File: config.mk
export PLATFORM = sky130hd
export DESIGN_NAME = hssl_link_ctrl
export DESIGN_NICKNAME = d
export VERILOG_FILES = /design/src/rtl/hssl_link_ctrl_pkg.sv /design/src/rtl/hssl_sat_counter.sv /design/src/rtl/hssl_link_ctrl.sv
export SDC_FILE = /design/constraint.sdc
export NUM_CORES = 1
export LEC_CHECK = 0
export BUFFER_PORTS_ARGS = -buffer_cell sky130_fd_sc_hd__buf_4
export CAP_MARGIN = 20
export CORE_ASPECT_RATIO = 1.4
export CORE_MARGIN = 3
export CORE_UTILIZATION = 45
export CTS_CLUSTER_SIZE = 25
export DETAILED_ROUTE_END_ITERATION = 16
export GPL_TIMING_DRIVEN = 0
export HOLD_SLACK_MARGIN = 0.03
export PLACE_DENSITY = 0.78
export SLEW_MARGIN = 20
export SYNTH_ARGS = -nofsm -noshare
export SYNTH_HDL_FRONTEND = slang
export SYNTH_SLANG_ARGS = --single-unit
File: constraint.sdc
create_clock -name clk -period 2.25 [get_ports clk]
set_input_delay 0.45 -clock clk [delete_from_list [all_inputs] [get_ports clk]]
set_output_delay 0.45 -clock clk [all_outputs]
set_load 0.005 [all_outputs]
File: src/rtl/hssl_link_ctrl_pkg.sv
// Shared definitions for the HSSL link bring-up/recovery controller:
// state codes, sync-state encodings and default timeout constants.
package hssl_link_ctrl_pkg;

    typedef enum logic [2:0] {
        ST_IDLE      = 3'd0,
        ST_RESET     = 3'd1,
        ST_WAIT_SYNC = 3'd2,
        ST_WAIT_HS   = 3'd3,
        ST_UP        = 3'd4,
        ST_FAILED    = 3'd5
    } link_state_e;

    // Encodings of loss_of_sync_state as reported by the comma aligner
    localparam logic [1:0] SYNC_ACQUIRED = 2'b00;
    localparam logic [1:0] SYNC_RESYNC   = 2'b01;
    localparam logic [1:0] SYNC_LOST     = 2'b10;

    localparam int unsigned DEF_RESET_CYCLES = 16;
    localparam int unsigned DEF_SYNC_TIMEOUT = 65536;
    localparam int unsigned DEF_HS_TIMEOUT   = 262144;
    localparam int unsigned DEF_LOSS_FILTER  = 4;
    localparam int unsigned DEF_MAX_RETRIES  = 15;
    localparam int unsigned DEF_TIMER_BITS   = 20;

    localparam int unsigned RETRY_BITS = 8;
    localparam int unsigned DROPS_BITS = 16;

endpackage

File: src/rtl/hssl_sat_counter.sv
// Saturating up-counter with synchronous clear; clear wins over increment.
module hssl_sat_counter #(
    parameter int unsigned WIDTH = 8
) (
    input  logic             clk,
    input  logic             reset,
    input  logic             clr,
    input  logic             inc,
    output logic [WIDTH-1:0] count
);

    always_ff @(posedge clk or posedge reset) begin
        if (reset) begin
            count <= '0;
        end else if (clr) begin
            count <= '0;
        end else if (inc && (count != {WIDTH{1'b1}})) begin
            count <= count + WIDTH'(1);
        end
    end

endmodule

File: src/rtl/hssl_link_ctrl.sv
// HSSL link bring-up and recovery controller: sequences reset, comma sync and
// handshake, gates traffic until UP, retries on faults and latches failure.
module hssl_link_ctrl
    import hssl_link_ctrl_pkg::*;
#(
    parameter int unsigned RESET_CYCLES = DEF_RESET_CYCLES,
    parameter int unsigned SYNC_TIMEOUT = DEF_SYNC_TIMEOUT,
    parameter int unsigned HS_TIMEOUT   = DEF_HS_TIMEOUT,
    parameter int unsigned LOSS_FILTER  = DEF_LOSS_FILTER,
    parameter int unsigned MAX_RETRIES  = DEF_MAX_RETRIES,
    parameter int unsigned TIMER_BITS   = DEF_TIMER_BITS
) (
    input  logic                  clk,
    input  logic                  reset,
    input  logic                  enable_in,
    input  logic                  stop_req_in,
    input  logic [1:0]            loss_of_sync_state_in,
    input  logic                  handshake_complete_in,
    input  logic                  version_mismatch_in,
    output logic                  link_reset_out,
    output logic                  stop_out,
    output logic                  link_up_out,
    output logic                  fail_out,
    output logic [2:0]            state_out,
    output logic [RETRY_BITS-1:0] retry_cnt_out,
    output logic [DROPS_BITS-1:0] link_drops_out
);

    localparam int unsigned LOSS_BITS = (LOSS_FILTER < 2) ? 1 : $clog2(LOSS_FILTER + 1);

    link_state_e             state;
    link_state_e             next_state;
    logic [TIMER_BITS-1:0]   timer;
    logic [LOSS_BITS-1:0]    loss_cnt;
    logic [RETRY_BITS-1:0]   retry_cnt;
    logic [RETRY_BITS-1:0]   retry_inc_c;
    logic                    sync_ok_c;
    logic                    loss_hit_c;
    logic                    retry_limit_c;
    logic                    retry_c;
    logic                    drop_c;
    logic                    retry_clr_c;

    always_ff @(posedge clk or posedge reset) begin
        if (reset) begin
            state <= ST_IDLE;
        end else begin
            state <= next_state;
        end
    end

    // Next state; retry resolution is applied last so it overrides the case result
    always_comb begin
        next_state    = state;
        retry_c       = 1'b0;
        drop_c        = 1'b0;
        sync_ok_c     = (loss_of_sync_state_in == SYNC_ACQUIRED);
        loss_hit_c    = !sync_ok_c && (loss_cnt == LOSS_BITS'(LOSS_FILTER - 1));
        retry_inc_c   = (retry_cnt == {RETRY_BITS{1'b1}}) ? retry_cnt : retry_cnt + RETRY_BITS'(1);
        retry_limit_c = (MAX_RETRIES != 0) && (32'(retry_inc_c) >= MAX_RETRIES);
        if (!enable_in) begin
            next_state = ST_IDLE;
        end else begin
            case (state)
                ST_IDLE:      next_state = ST_RESET;
                ST_RESET: begin
                    if (timer == TIMER_BITS'(RESET_CYCLES - 1)) next_state = ST_WAIT_SYNC;
                end
                ST_WAIT_SYNC: begin
                    if (sync_ok_c)                                   next_state = ST_WAIT_HS;
                    else if (timer == TIMER_BITS'(SYNC_TIMEOUT - 1)) retry_c = 1'b1;
                end
                ST_WAIT_HS: begin
                    if (version_mismatch_in)                       next_state = ST_FAILED;
                    else if (!sync_ok_c)                           retry_c = 1'b1;
                    else if (handshake_complete_in)                next_state = ST_UP;
                    else if (timer == TIMER_BITS'(HS_TIMEOUT - 1)) retry_c = 1'b1;
                end
                ST_UP: begin
                    if (version_mismatch_in) begin
                        next_state = ST_FAILED;
                    end else if (loss_hit_c || !handshake_complete_in) begin
                        retry_c = 1'b1;
                        drop_c  = 1'b1;
                    end
                end
                ST_FAILED:    next_state = ST_FAILED;
                default:      next_state = ST_IDLE;
            endcase
            if (retry_c) next_state = retry_limit_c ? ST_FAILED : ST_RESET;
        end
    end

    // State timer and UP-state loss-of-sync filter
    always_ff @(posedge clk or posedge reset) begin
        if (reset) begin
            timer    <= '0;
            loss_cnt <= '0;
        end else begin
            timer    <= (next_state != state) ? '0 : timer + TIMER_BITS'(1);
            loss_cnt <= (next_state != ST_UP || sync_ok_c) ? '0 : loss_cnt + LOSS_BITS'(1);
        end
    end

    assign retry_clr_c = (next_state == ST_IDLE) || (next_state == ST_UP && state != ST_UP);

    hssl_sat_counter #(.WIDTH(RETRY_BITS)) u_retry_cnt (
        .clk   (clk),
        .reset (reset),
        .clr   (retry_clr_c),
        .inc   (retry_c),
        .count (retry_cnt)
    );

    hssl_sat_counter #(.WIDTH(DROPS_BITS)) u_link_drops (
        .clk   (clk),
        .reset (reset),
        .clr   (1'b0),
        .inc   (drop_c),
        .count (link_drops_out)
    );

    // Outputs decoded from next state so they move with the state register
    always_ff @(posedge clk or posedge reset) begin
        if (reset) begin
            link_reset_out <= 1'b1;
            stop_out       <= 1'b1;
            link_up_out    <= 1'b0;
            fail_out       <= 1'b0;
        end else begin
            link_reset_out <= (next_state == ST_IDLE) || (next_state == ST_RESET) ||
                              (next_state == ST_FAILED);
            stop_out       <= (next_state != ST_UP) || stop_req_in;
            link_up_out    <= (next_state == ST_UP);
            fail_out       <= (next_state == ST_FAILED);
        end
    end

    assign state_out     = state;
    assign retry_cnt_out = retry_cnt;

endmodule

==> flow_summary.toml, run 1 <==
[status]
status = "complete, but fails checks"
violations = "setup timing"

[power]
power.density_nw_per_um2 = 452
vdd_ir_drop_max_mv = 0.349
p_leak_uw = 0.00166

[die]
dieWidth_um = 74.9
io_pins = 39
start_util_pct = 47.1
fp-row-count = 34
die_h_um = 102
core_um2 = 6340
dieArea_um2 = 7660

[finish]
final_util_pct = 61.4
area_growth_pct = 30.2
layout_common_cells = "buf_4 (53), dfrtp_1 (47), xor2_1 (22)"
diodes = 0
final_common_cell = "buf_4"
seqCellArea_um2 = 1360
multi_input_area_um2 = 1760
nets = 361
drive_above_1_share_pct = 39.5
postLayoutCellArea_um2 = 3890
fillCellCount = 486

[route]
firstDrtPassIters = 4
vias = 2339
route.detailed.drc = 0
wire_per_inst_um = 15.5
drt-total-wl_um = 6510
drtIter0Drc = 80
ant_nets = 0
vias_per_cell = 5.56

[clocking]
cts_buffers = 5
cts_htree_levels = 2
clk_pin_slew_ps = 100
clockBufferDepth = 2
cts_tree = "built"
clk_latency_ps = 310
ctsHoldBuffers = 0
ctsRootBufferMaster = "clkbuf_8"
cts.sinks = 54

[setup_path]
cp_common_cell = "nor4_4"
cp.required_ps = 2440
critPathKind = "reg2reg"
crit_path_top_delay_cell = "dfrtp_1"
r2r-start = "timer[9]$_DFF_PP0_"
critPathArrivalTime_ps = 2670
startpoint_type = "register"
r2r_slack_ps = -230
endpoint_kind = "register"
critPathMaxFanout = 6
reg2reg_depth = 9
worstPathCellList = "nor4_4, nand3_1, a2bb2oi_2, nor4_4, mux2_4, o21ai_4, buf_12, buf_8, nor2_4"
rr_endpoint = "timer[19]$_DFF_PP0_"
crit_path_max_incr_delay_ps = 500

[sta]
fmaxAchievable_mhz = 404
finalSetupViolCount = 28
grt_setup_unrepaired = "true"
relSlewSlack_pct = 56.7
skew_ps = 9.65
tightestPinTransition_ps = 650
layout_setup_ws_ps = -227
fin_crit_ps = 2480
drv_slew = 0
hold_viol = 0
finalCritPeriodShare_pct = 110

[grt]
grt_max_degree = 55
grt_pass1_vias = 2332
grt_pass1_wl_um = 10700
grt.total_usage_pct = 17.9
antenna_found_initial = 0
gr-total-overflow = 0

[yosys]
synth_area_leaders = "dfrtp_1 (44%), xor2_1 (6.5%), xnor2_1 (5.6%)"
synth_fp_nets = 297
yosys_most_used_dff = "dfrtp_1"
synth_warnings = 0
ys_seq_area_share_pct = 45.3
post-synth-top-area-fraction_pct = 43.6
netlist_instances = 284
synth_largest_area_cell = "dfrtp_1"
synth_area_per_cell_um2 = 10.5
netlist_area_um2 = 2990
synth_edf_count = 0
synth_cell_types = 56
synth-seq-cells = 54
async_reset_ff_share_pct = 100

[run]
cap_violations = 0

[placement]
dpl_worst_slack_ps = -328
dpl.hpwl_um = 4320
portBuffers = 38
placed_area_um2 = 3410
globalplace.congestion = 0.930

[worst_hold_path]
hp-class = "in2async"
==> synthesized netlist by cell type (3+ instances only) <==
cell type	instances
dfrtp_1	52
nand2_1	23
xor2_1	22
nor2_1	21
nand3_1	20
xnor2_1	19
nor2_2	13
inv_1	10
nor3_1	8
nor4_1	8
and3_1	7
nor2_4	7
and4_1	6
ha_1	5
nand4_1	5
nor3b_1	3
o21ai_0	3
o31ai_1	3
==> cell type report <==
cell class                      count  share of cell area (%)
Buffer                              4                    1.38
Inverter                           11                    1.13
Timing Repair Buffer               57                    12.5
Clock inverter                      3                   0.547
Sequential cell                    54                    35.0
Tap cell                           72                    2.32
Clock buffer                        5                    1.77
Multi-Input combinational cell    215                    45.4
==> how the worst max path moves through the flow <==
stage / startpoint / end
global placement: timer[7]$_DFF_PP0_ / timer[19]$_DFF_PP0_
finish: timer[9]$_DFF_PP0_ / timer[19]$_DFF_PP0_
floorplan: timer[0]$_DFF_PP0_ / timer[18]$_DFF_PP0_
detailed placement: timer[7]$_DFF_PP0_ / timer[19]$_DFF_PP0_
CTS: timer[1]$_DFF_PP0_ / timer[7]$_DFF_PP0_
global route: state_out[0]$_DFF_PP0_ / timer[18]$_DFF_PP0_
==> stage by stage <==
stage          setup TNS, ps  power, uW  instances  hold slack, ps
6_report               -4750       1760        421             237
5_1_grt                -7260       1830        421             271
4_1_cts                -3610       1770        412             259
3_5_place_dp           -9180       1160        394             453
3_3_place_gp          -18850       1160        394             428
2_1_floorplan           -628       1120        284             419
==> registers in the layout, indices dropped and copies added, names as in the netlist <==
signal              count
timer                  20
u_link_drops.count     16
u_retry_cnt.count       8
loss_cnt                3
state_out               3
fail_out                1
link_reset_out          1
link_up_out             1
stop_out                1
==> logic make-up after synthesis <==
| logic type | Yosys count | synth area share [%] |
|---|---|---|
| compound gates | 28 | 8.92 |
| fa+ha+maj | 5 | 2.09 |
| flops | 54 | 45.3 |
| mux | 2 | 0.838 |
| xor+xnor | 41 | 12.0 |
| simple gates | 139 | 28.2 |
| buf+inv | 15 | 2.64 |
==> worst max-delay path: cells and delay by family, from the launching register on <==
| family | cells | cell delay, ps |
|---|---|---|
| and+or+nand+nor | 4 | 860 |
| DFF | 1 | 500 |
| AOI/OAI and AO/OA | 2 | 380 |
| muxes | 1 | 350 |
| buffers and inverters | 2 | 270 |
==> metal layers <==
metal  wire length, um  track usage, %  up-vias
met5                 0               0        -
met1              2500            20.4     1160
li1                  -               -     1119
met4               171            6.99        0
met3               182            2.66       17
met2              3660            32.7       43
==> timing repair <==
action,CTS,global route
pin swaps,10,8
setup buffers,8,9
cloned,2,0
endpoints found under the setup margin,36,40
resized for setup,24,21
==> power by group <==
part | total [uW] | internal, uW | switching, uW
registers | 992 | 980 | 12.6
clock network | 539 | 219 | 320
logic | 228 | 108 | 120
total | 1760 | 1310 | 453
No activity file was read; power rests on OpenSTA's default activity.
==> run 2: changes to the inputs <==
--- a/config.mk
+++ b/config.mk
@@ -12,9 +12,10 @@
 export CORE_UTILIZATION = 45
 export CTS_CLUSTER_SIZE = 25
 export DETAILED_ROUTE_END_ITERATION = 16
-export GPL_TIMING_DRIVEN = 0
+export GPL_TIMING_DRIVEN = 1
 export HOLD_SLACK_MARGIN = 0.03
 export PLACE_DENSITY = 0.78
+export REMOVE_ABC_BUFFERS = 1
 export SLEW_MARGIN = 20
 export SYNTH_ARGS = -nofsm -noshare
 export SYNTH_HDL_FRONTEND = slang
==> run 2 against run 1 <==
  * The flow still finishes with violations (setup timing)
  * Sequential share of layout area fell by 4.1 points
  * Non-clock buffer count increased by 51
  * Count of clock-buffer cells in the layout stayed put
  * Clock power is 8.0% higher
  * Total power grew 4.8%
  * Final cell count up 12%
  * Via count up 14%
  * First-iteration DRC count up 69%
  * Clock skew shrank 2.5 ps
  * Global-route usage increased by 2.8 points
  * Routed wire length increased by 26%
==> flow_summary.toml, run 2 (synthesized netlist as in run 1, its figures left out) <==
[status]
status = "complete, but fails checks"
violations = "setup timing"

[finish]
largest_reg_flops = 20
top_register = "timer"
diodes = 0
postLayoutCellArea_um2 = 4390
nets = 412
drive_above_1_share_pct = 50.5
area_growth_pct = 47.1
layout_common_cells = "buf_4 (99), dfrtp_1 (51)"
final_util_pct = 69.3
final_common_cell = "buf_4"
top_regs = "timer: 20 flops, u_link_drops.count: 16 flops, u_retry_cnt.count: 8 flops"

[setup_path]
crit_path_start = "state_out[0]$_DFF_PP0_"
r2r-start = "state_out[0]$_DFF_PP0_"
endpoint_kind = "register"
r2r_slack_ps = -160
reg2reg_depth = 10
critPathKind = "reg2reg"
cp.required_ps = 2500
critPathArrivalTime_ps = 2660
startpoint_type = "register"
rr_endpoint = "timer[9]$_DFF_PP0_"
critPathMaxFanout = 6

[route]
ant_nets = 0
firstDrtPassIters = 4
wire_per_inst_um = 17.4
vias_per_cell = 5.66
route.detailed.drc = 0
vias = 2673
drtIter0Drc = 135
drt-total-wl_um = 8240

[sta]
finalSetupViolCount = 28
finalCritPeriodShare_pct = 107
grt_setup_unrepaired = "true"
relSlewSlack_pct = 67.3
layout_setup_ws_ps = -156
fin_crit_ps = 2410
tightestPinTransition_ps = 489
drv_slew = 0
fmaxAchievable_mhz = 416
hold_viol = 0
skew_ps = 7.18

[clocking]
cts_buffers = 5
cts_tree = "built"
clockBufferDepth = 2
ctsRootBufferMaster = "clkbuf_8"
ctsHoldBuffers = 0
clk_pin_slew_ps = 110
cts.sinks = 54
cts_htree_levels = 2
clk_latency_ps = 320

[die]
io_pins = 39
die_h_um = 102
dieArea_um2 = 7660
core_um2 = 6340
start_util_pct = 47.1
fp-row-count = 34
dieWidth_um = 74.9

[grt]
grt_pass1_wl_um = 12300
grt_pass1_vias = 2644
grt.total_usage_pct = 20.7
gr-total-overflow = 0
grt_max_degree = 38
antenna_found_initial = 0

[worst_hold_path]
hp-class = "in2async"

[power]
power.density_nw_per_um2 = 420
vdd_ir_drop_max_mv = 0.307
p_leak_uw = 0.00199

[placement]
placed_area_um2 = 3770
globalplace.congestion = 0.876
dpl.hpwl_um = 5020
portBuffers = 38

[run]
cap_violations = 0
run 2: through the flow:
| step | setup TNS, ps | worst slack (ps) | hold slack (ps) | total power, uW | cells |
|---|---|---|---|---|---|
| floorplan | -17030 | -870 | 419 | 1100 | 280 |
| global placement | -4950 | -179 | 431 | 1180 | 446 |
| detailed placement | -6210 | -222 | 439 | 1180 | 446 |
| CTS | -2140 | -109 | 122 | 1800 | 463 |
| global route | -6130 | -255 | 124 | 1910 | 472 |
| finish | -2740 | -156 | 113 | 1840 | 472 |
run 2: what timing repair did:
action | 4_1_cts | 5_1_grt
gates resized for setup | 18 | 55
cloned | 2 | 1
endpoints found under the setup margin | 39 | 42
buffers inserted | 7 | 9
pin swaps | 19 | 27
run 2: area by class of cell:
type	instances	area [um^2]
Inverter	11	43.8
Multi-Input combinational cell	215	1850
Timing Repair Buffer	112	962
Tap cell	72	90.1
Clock buffer	5	68.8
Fill cell	416	1940
Sequential cell	54	1360
Clock inverter	3	26.3
run 2: worst max-delay path by stage:
stage	endpoint	depth (start not counted)	slack (ps)
after global placement	timer[10]$_DFF_PP0_	9	-180
after floorplan	timer[10]$_DFF_PP0_	9	-870
final	timer[9]$_DFF_PP0_	10	-160
after CTS	timer[9]$_DFF_PP0_	11	-110
after detailed placement	timer[9]$_DFF_PP0_	9	-220
after global routing	timer[5]$_DFF_PP0_	9	-260
run 2: per-layer routing:
metal / share of wire (%) / routed length [um] / vias to the layer above / global-route usage [%]
li1: - / - / 1231 / -
met1: 38 / 3170 / 1344 / 23.5
met2: 55 / 4570 / 71 / 37.4
met3: 2.5 / 207 / 27 / 2.95
met4: 3.6 / 294 / 0 / 9.32
met5: 0 / 0 / - / 0
run 2: report_power, final:
group	internal (uW)	switching, uW	leakage, uW
Clock	226	356	0.0000483
Sequential	980	12.0	0.000732
Combinational	134	135	0.00121
run 2: worst max-delay path: stages (launching register included):
cell and delay [ps]:
dfrtp_2 460, o21ba_2 260, a22oi_2 80, nor4_4 410
buf_4 190, nor4_1 60, a221oi_2 360, o21ai_4 110
buf_12 160, buf_12 140, nor2_2 110
==> run 3: changes to the inputs <==
--- a/config.mk
+++ b/config.mk
@@ -14,9 +14,11 @@
 export DETAILED_ROUTE_END_ITERATION = 16
 export GPL_TIMING_DRIVEN = 1
 export HOLD_SLACK_MARGIN = 0.03
+export MAX_ROUTING_LAYER = met4
 export PLACE_DENSITY = 0.78
 export REMOVE_ABC_BUFFERS = 1
 export SLEW_MARGIN = 20
 export SYNTH_ARGS = -nofsm -noshare
 export SYNTH_HDL_FRONTEND = slang
 export SYNTH_SLANG_ARGS = --single-unit
+export TNS_END_PERCENT = 20
==> run 3 against run 2 <==
  * Final cell count is 1.1% higher
  * Register-to-register slack worse by 50 ps
  * Die area stayed put
  * Count of clock-buffer cells in the layout stayed put
  * Combinational power is 8.9% lower
  * Clock power is 15% higher
  * The run still ends with setup timing left
  * Sequential power hardly changed
  * Critical endpoint unchanged
  * Clock skew hardly changed
  * Total power is 3.3% higher
==> flow_summary.toml, run 3 (synthesized netlist as in run 1, its figures left out) <==
[worst_hold_path]
hp-class = "in2async"

[sta]
grt_setup_unrepaired = "true"
hold_viol = 0
skew_ps = 7.35
drv_slew = 0
finalSetupTns_ps = -4600
whs_ps = 160
fmaxAchievable_mhz = 408
finalSetupViolCount = 31
layout_setup_ws_ps = -202
relSlewSlack_pct = 64.0
finalCritPeriodShare_pct = 109
tightestPinTransition_ps = 538
fin_crit_ps = 2450

[finish]
largest_reg_flops = 20
fillCellCount = 454
multi_input_area_um2 = 1740
diodes = 0
seqCellArea_um2 = 1360
final_common_cell = "buf_4"
nets = 417
top_register = "timer"
top_regs = "timer: 20 flops, u_link_drops.count: 16 flops, u_retry_cnt.count: 8 flops"
area_growth_pct = 44.1
layout_common_cells = "buf_4 (109), dfrtp_1 (49), xor2_1 (22)"
drive_above_1_share_pct = 48.1
final_util_pct = 67.9

[grt]
grt_max_degree = 25
grt_pass1_vias = 2719
grtUsageMet1_pct = 21.9
grt_busiest_layer = "met2"
gr-total-overflow = 0
grt_pass1_wl_um = 12300
met2_usage_pct = 39.3
use_met3_pct = 2.56
grt.total_usage_pct = 21.2
antenna_found_initial = 0

[route]
wire_per_inst_um = 16.7
vias = 2608
drtIter0Drc = 112
ant_nets = 0
firstDrtPassIters = 4
drt-total-wl_um = 7950
route.detailed.drc = 0
vias_per_cell = 5.47

[die]
fp-row-count = 34
core_um2 = 6340
die_h_um = 102
io_pins = 39
start_util_pct = 47.1
dieWidth_um = 74.9
dieArea_um2 = 7660

[power]
fin_total_pwr_uw = 1900
power.density_nw_per_um2 = 443
p_leak_uw = 0.00197
vdd_ir_drop_max_mv = 0.244

[clocking]
cts_htree_levels = 2
cts.sinks = 54
clockBufferDepth = 2
ctsRootBufferMaster = "clkbuf_8"
clk_latency_ps = 320
cts_buffers = 5
cts_tree = "built"
clk_pin_slew_ps = 100
ctsHoldBuffers = 0

[placement]
dpl.hpwl_um = 4950
portBuffers = 38
dpl_worst_slack_ps = -195
globalplace.congestion = 0.914

[setup_path]
startpoint_type = "register"
critPathArrivalTime_ps = 2660
r2r_slack_ps = -200
critPathKind = "reg2reg"
cp.required_ps = 2460
endpoint_kind = "register"
critPathMaxFanout = 5

[status]
status = "complete, but fails checks"
violations = "setup timing"

[run]
cap_violations = 0
## run 3: path summary, 6_finish.rpt
path                                        start                                end  cells after the start
hold / removal                              reset  u_link_drops.count[6]$_DFFE_PP0P_                      2
hold reg to reg             loss_cnt[0]$_DFF_PP0_              loss_cnt[0]$_DFF_PP0_                      1
max in group asynchronous                   reset                 stop_out$_DFF_PP1_                      3
setup / recovery           state_out[1]$_DFF_PP0_                 timer[9]$_DFF_PP0_                     10
min in group clk                      stop_req_in                 stop_out$_DFF_PP1_                      2
setup reg to reg           state_out[1]$_DFF_PP0_                 timer[9]$_DFF_PP0_                     10
## run 3: cell type report
type	count	area share, %
timing repair buffer	117	22.2
multi-input combinational	215	40.5
clock inverter	3	1.05
tap	72	2.09
clock buffer	5	1.60
sequential	54	31.5
inverter	11	0.960
## run 3: where the power goes
part,switching [uW],leakage (uW),internal (uW)
sequential,8.76,0.000729,980
clock,339,0.0000504,331
combinational,123,0.00119,122
## run 3: worst max-delay path: stages (launching register included)
cell and delay, ps:
dfrtp_2 450, buf_6 130, buf_4 140, and3_4 160
o21a_4 240, nor4_4 360, mux2_4 350, o21ai_4 170
buf_12 150, clkbuf_16 150, nor2_2 40
## run 3: metrics by stage
| stage | cell area (um^2) | instances |
|---|---|---|
| floorplan | 2950 | 280 |
| global placement | 3800 | 450 |
| detailed placement | 3800 | 450 |
| CTS | 4140 | 469 |
| global route | 4300 | 477 |
| finish | 4300 | 477 |
## run 3: what timing repair did
action	CTS	global route
cloned	2	1
buffers inserted	9	10
resized for setup	24	26
pin swaps	21	12
endpoints found under the setup margin	39	42
## run 3: per-layer routing
layer | share of wire, % | vias to the layer above | wire [um]
met2 | 54 | 70 | 4260
li1 | - | 1233 | -
met4 | 4.3 | 0 | 340
met3 | 3.5 | 30 | 278
met1 | 39 | 1275 | 3070
met5 | 0 | - | 0
